[src/rtl/sync_fifo_param.sv]
// Single-clock FIFO with wrap-bit pointers, sticky error flags and a registered or fall-through read port.
// Read data is 1 cycle after an accepted pop (FWFT=0) or shown at 0 cycles (FWFT=1); a write while full or a read while empty is dropped and flagged.
module sync_fifo_param #(
  parameter int DATA_WIDTH = 8,
  parameter int DEPTH      = 16,
  parameter int AF_THRESH  = 14,
  parameter int AE_THRESH  = 2,
  parameter int FWFT       = 0
) (
  input  logic                    clk,
  input  logic                    rst_n,
  input  logic                    wr_en,
  input  logic [DATA_WIDTH-1:0]   data_in,
  input  logic                    rd_en,
  output logic [DATA_WIDTH-1:0]   data_out,
  output logic                    full,
  output logic                    empty,
  output logic                    almost_full,
  output logic                    almost_empty,
  output logic [$clog2(DEPTH):0]  count,
  output logic                    overflow,
  output logic                    underflow,
  input  logic                    clr_err
);

  localparam int AW = $clog2(DEPTH);
  localparam logic [AW:0] PTR_ONE = (AW+1)'(1);
  localparam logic [AW:0] DEPTH_C = (AW+1)'(DEPTH);
  localparam logic [AW:0] AF_C    = (AW+1)'(AF_THRESH);
  localparam logic [AW:0] AE_C    = (AW+1)'(AE_THRESH);

  if ((DEPTH < 4) || ((DEPTH & (DEPTH - 1)) != 0) || (AE_THRESH <= 0) ||
      (AE_THRESH >= AF_THRESH) || (AF_THRESH >= DEPTH)) begin : g_bad_params
    $error("sync_fifo_param: illegal DEPTH/threshold combination");
  end

  logic [DATA_WIDTH-1:0] mem_q [DEPTH];
  logic [AW:0]           wr_ptr_q, wr_ptr_d;
  logic [AW:0]           rd_ptr_q, rd_ptr_d;
  logic                  ovf_q, ovf_d;
  logic                  unf_q, unf_d;
  logic                  wr_acc, rd_acc;

  // Occupancy falls out of the wrap bits: equal low bits with differing MSB means full.
  assign count        = wr_ptr_q - rd_ptr_q;
  assign empty        = (count == '0);
  assign full         = (count == DEPTH_C);
  assign almost_full  = (count >= AF_C);
  assign almost_empty = (count <= AE_C);
  assign overflow     = ovf_q;
  assign underflow    = unf_q;

  assign wr_acc = wr_en & ~full;
  assign rd_acc = rd_en & ~empty;

  always_comb begin
    wr_ptr_d = wr_ptr_q;
    rd_ptr_d = rd_ptr_q;
    ovf_d    = ovf_q;
    unf_d    = unf_q;
    if (wr_acc) wr_ptr_d = wr_ptr_q + PTR_ONE;
    if (rd_acc) rd_ptr_d = rd_ptr_q + PTR_ONE;
    if (clr_err) begin
      ovf_d = 1'b0;
      unf_d = 1'b0;
    end
    if (wr_en & full)  ovf_d = 1'b1;
    if (rd_en & empty) unf_d = 1'b1;
  end

  always_ff @(posedge clk or negedge rst_n) begin
    if (!rst_n) begin
      wr_ptr_q <= '0;
      rd_ptr_q <= '0;
      ovf_q    <= 1'b0;
      unf_q    <= 1'b0;
    end else begin
      wr_ptr_q <= wr_ptr_d;
      rd_ptr_q <= rd_ptr_d;
      ovf_q    <= ovf_d;
      unf_q    <= unf_d;
    end
  end

  // Storage is deliberately left out of reset; the pointers alone decide what is valid.
  always_ff @(posedge clk) begin
    if (wr_acc) mem_q[wr_ptr_q[AW-1:0]] <= data_in;
  end

  if (FWFT != 0) begin : g_fwft
    assign data_out = empty ? '0 : mem_q[rd_ptr_q[AW-1:0]];
  end else begin : g_std
    logic [DATA_WIDTH-1:0] dout_q, dout_d;

    always_comb begin
      dout_d = dout_q;
      if (rd_acc) dout_d = mem_q[rd_ptr_q[AW-1:0]];
    end

    always_ff @(posedge clk or negedge rst_n) begin
      if (!rst_n) dout_q <= '0;
      else        dout_q <= dout_d;
    end

    assign data_out = dout_q;
  end

endmodule
[config.mk]
export PLATFORM = sky130hd
export DESIGN_NAME = sync_fifo_param
export DESIGN_NICKNAME = d
export VERILOG_FILES = /design/src/rtl/sync_fifo_param.sv
export SDC_FILE = /design/constraint.sdc
export NUM_CORES = 1
export LEC_CHECK = 0
export CAP_MARGIN = 20
export CORE_UTILIZATION = 53
export DETAILED_ROUTE_END_ITERATION = 8
export HOLD_SLACK_MARGIN = 0.15
export PLACE_DENSITY = 0.77
export SLEW_MARGIN = 20
export SYNTH_ARGS = -nofsm -noshare
export SYNTH_HDL_FRONTEND = slang
export SYNTH_SLANG_ARGS = --single-unit
export TNS_END_PERCENT = 1
[constraint.sdc]
create_clock -name clk -period 3.05 [get_ports clk]
set_input_delay 0.61 -clock clk [delete_from_list [all_inputs] [get_ports clk]]
set_output_delay 0.61 -clock clk [all_outputs]
set_load 0.01 [all_outputs]
==> impl_metrics.yaml <==
timing:
  worst_pin_slew_ns: 0.724
  final.setup.tns_ns: -2.28
  timing.final.ws_setup_ns: -0.184
  max_freq_mhz: 309
  setup_viol: 34
  hold_violations: 0
  finalCritPeriodShare_pct: 106
  max_slew_margin_pct: 51.6
  rsz0062_at_grt: "yes"
  hold_ws_ns: 0.479
  finClkSkew_ns: 0.00820
  slew_viol_final: 0
  fin_crit_ns: 3.23
synthesis:
  syn_area_per_cell_um2: 19.5
  yosysSeqAreaShare_pct: 72.9
  yosysUniqueCellTypes: 34
  syn_inst: 305
  ys_ff_latch: 148
  ys_warn_count: 0
  ys.flop_type: "edfxtp_1"
  synth_edf_count: 128
  syn-num-nets: 328
  synth-async-reset-ratio_pct: 13.5
  netlist_area_um2: 5960
pwr:
  power.total_mw: 8.89
  p_leak_nw: 2.71
  power.density_nw_per_um2: 1170
  ir_drop_v: 0.000802
die:
  dieArea_um2: 11700
  die_h_um: 108
  die_x_um: 108
  pin_count: 32
  std_cell_rows: 38
  core_area_um2: 10900
  start_util_pct: 54.7
grt:
  grt_pass1_wl_um: 19700
  grt_use_total_pct: 24.3
  grt_antenna_before_repair: 0
  grt_max_degree: 36
  first_global_vias: 3468
  overflow: 0
drt:
  first_pass_iters: 5
  drc: 0
  detail-route-antenna-nets: 0
  via_per_inst: 6.07
  drtIter0Drc: 273
  dr_total_vias: 3337
  wirelength_um: 13200
  wl_per_cell_um: 24.1
place:
  dp_hpwl_um: 7710
  io_buffer_count: 31
  dp_cells: 497
  place_congestion: 0.791
critical_path:
  crit_path_start_kind: "flop"
  crit_chain: "inv_2 -> ha_4 -> inv_2 -> fa_2 -> buf_6 -> xor2_4 -> nor4_4 -> mux2i_2 -> buf_4 -> nor2_4 -> buf_6"
  crit_type: "flop to output port"
  arrival_ns: 2.62
  rrSetupSlack_ns: -0.07
  worstPathMaxFanout: 3
  cp_top_family: "buffers and inverters"
  cpPeakStageDelay_ns: 0.39
  endpoint_kind: "output port"
  worst-path-buf-inv: 5
  critPathSlowestCell: "dfrtp_1"
  worstPathRequired_ns: 2.44
layout:
  layout-drive-gt1-share_pct: 38.0
  postLayoutCoreUtil_pct: 69.6
  final_cells: 550
  antenna-diode-count: 0
  area_delta_synth_final_pct: 27.2
  nFillCells: 652
  nets: 420
clock_network:
  h-tree-depth: 4
  clkSinkCount: 148
  cts_buffers: 17
  tritoncts: "yes"
  insertion_delay_ns: 0.51
  path_clk_slew_ns: 0.06
  cts.path.max_buffers: 2
  cts-root-buf: "clkbuf_8"
outcome:
  status: "finished, violations left"
  violations: "negative setup slack"
worst_hold_path:
  min_path_type: "primary input to asynchronous set/reset pin"
job:
  drv_cap: 0
## cells in the mapped netlist (2+ instances only)
master	number	area (um^2)
edfxtp_1	128	3840
mux4_2	32	721
dfrtp_1	20	500
o22ai_1	16	100
and3_1	12	75.1
mux2_2	11	124
nor2_1	11	41.3
ha_1	9	113
inv_1	9	33.8
xnor2_1	7	61.3
a21oi_1	5	25.0
buf_2	5	25.0
nand2_1	5	18.8
clkbuf_1	4	15.0
nor2b_1	4	25.0
xor2_1	4	35.0
nand4_1	3	18.8
a22o_1	2	17.5
nor4_1	2	12.5
o211ai_1	2	15.0
## final cells by class
cell class | instances | area [um^2] | area share [%]
clock buffers | 19 | 432 | 5.70
clock inverters | 13 | 135 | 1.78
inverters | 10 | 37.5 | 0.496
multi-input cells | 138 | 1690 | 22.4
flip-flops and latches | 148 | 4350 | 57.4
well taps | 140 | 175 | 2.31
repair buffers | 82 | 754 | 9.96
## where the power goes
group | internal [mW] | leakage [nW] | total [mW] | switching (mW)
Clock | 1.18 | 0.279 | 1.97 | 0.792
Sequential | 2.53 | 1.39 | 2.68 | 0.147
Combinational | 2.09 | 1.04 | 4.23 | 2.15
Total | 5.80 | 2.71 | 8.89 | 3.09
## cell families (layout without fill, tap and decap cells)
family | count (synthesis) | in the layout | synth area share, %
AOI/OAI and AO/OA | 31 | 31 | 3.68
DFF | 148 | 148 | 72.9
and+or+nand+nor | 41 | 41 | 3.61
buffers and inverters | 19 | 124 | 1.30
adders and majority gates | 10 | 10 | 2.23
xor gates and xnor gates | 12 | 12 | 1.89
muxes | 44 | 44 | 14.3
## through the flow
step                cell area, um^2  setup WS (ns)
finish                         7570         -0.184
global route                   7570         -0.261
global placement               6630        -0.0776
detailed placement             6630         -0.181
CTS                            7400         -0.209
floorplan                      5960         -0.105
## worst paths after layout
path	startpoint	cells past startpoint	end
setup reg to reg	wr_ptr_q[0]$_DFFE_PN0P_	12	mem_q[11][3]$_DFFE_PP_
min in group clk	wr_ptr_q[4]$_DFFE_PN0P_	1	wr_ptr_q[4]$_DFFE_PN0P_
hold reg to reg	wr_ptr_q[4]$_DFFE_PN0P_	1	wr_ptr_q[4]$_DFFE_PN0P_
max in group asynchronous	rst_n	2	rd_ptr_q[0]$_DFFE_PN0P_
hold / removal	rst_n	2	wr_ptr_q[1]$_DFFE_PN0P_
setup / recovery	wr_ptr_q[0]$_DFFE_PN0P_	11	empty
## metal layers
layer	vias to the layer above	part of all wire [%]	global-route usage [%]
li1	1422	-	-
met1	1741	39	33.3
met2	146	52	39.0
met3	28	6.9	4.70
met4	0	2.2	9.10
met5	-	0	0
## what timing repair did
item | CTS | global route
setup endpoints to repair | 37 | 132
hold buffers | 0 | 0
setup buffers | 19 | 4
resized for setup | 38 | 37
pin swaps | 6 | 11
## worst register-to-register path, cell delays in order (launching register included)
cell	delay (ns)
dfrtp_1	0.39
inv_2	0.09
ha_4	0.14
inv_2	0.04
fa_2	0.34
buf_6	0.14
xor2_4	0.16
nor4_4	0.22
mux2i_2	0.17
buf_4	0.19
buf_6	0.12
o211ai_1	0.58
nor2b_2	0.25
## layout by cell type (no fill, tap or decap), types with 6 or more instances in the layout
| cell type | instances |
|---|---|
| inv_1 | 7 |
| buf_4 | 35 |
| buf_6 | 18 |
| mux4_2 | 32 |
| clkbuf_16 | 16 |
| mux2_2 | 11 |
| xnor2_1 | 6 |
| edfxtp_1 | 128 |
| nor2_1 | 9 |
| and3_1 | 10 |
| o22ai_1 | 16 |
| clkdlybuf4s50_1 | 23 |
| ha_1 | 7 |
| dfrtp_1 | 19 |
## registers in the layout, summed over array words and instances, names as in the netlist
register   cells
wr_ptr_q       5
underflow      1
rd_ptr_q       5
overflow       1
mem_q        128
data_out       8
No activity file was read; power rests on OpenSTA's default activity.
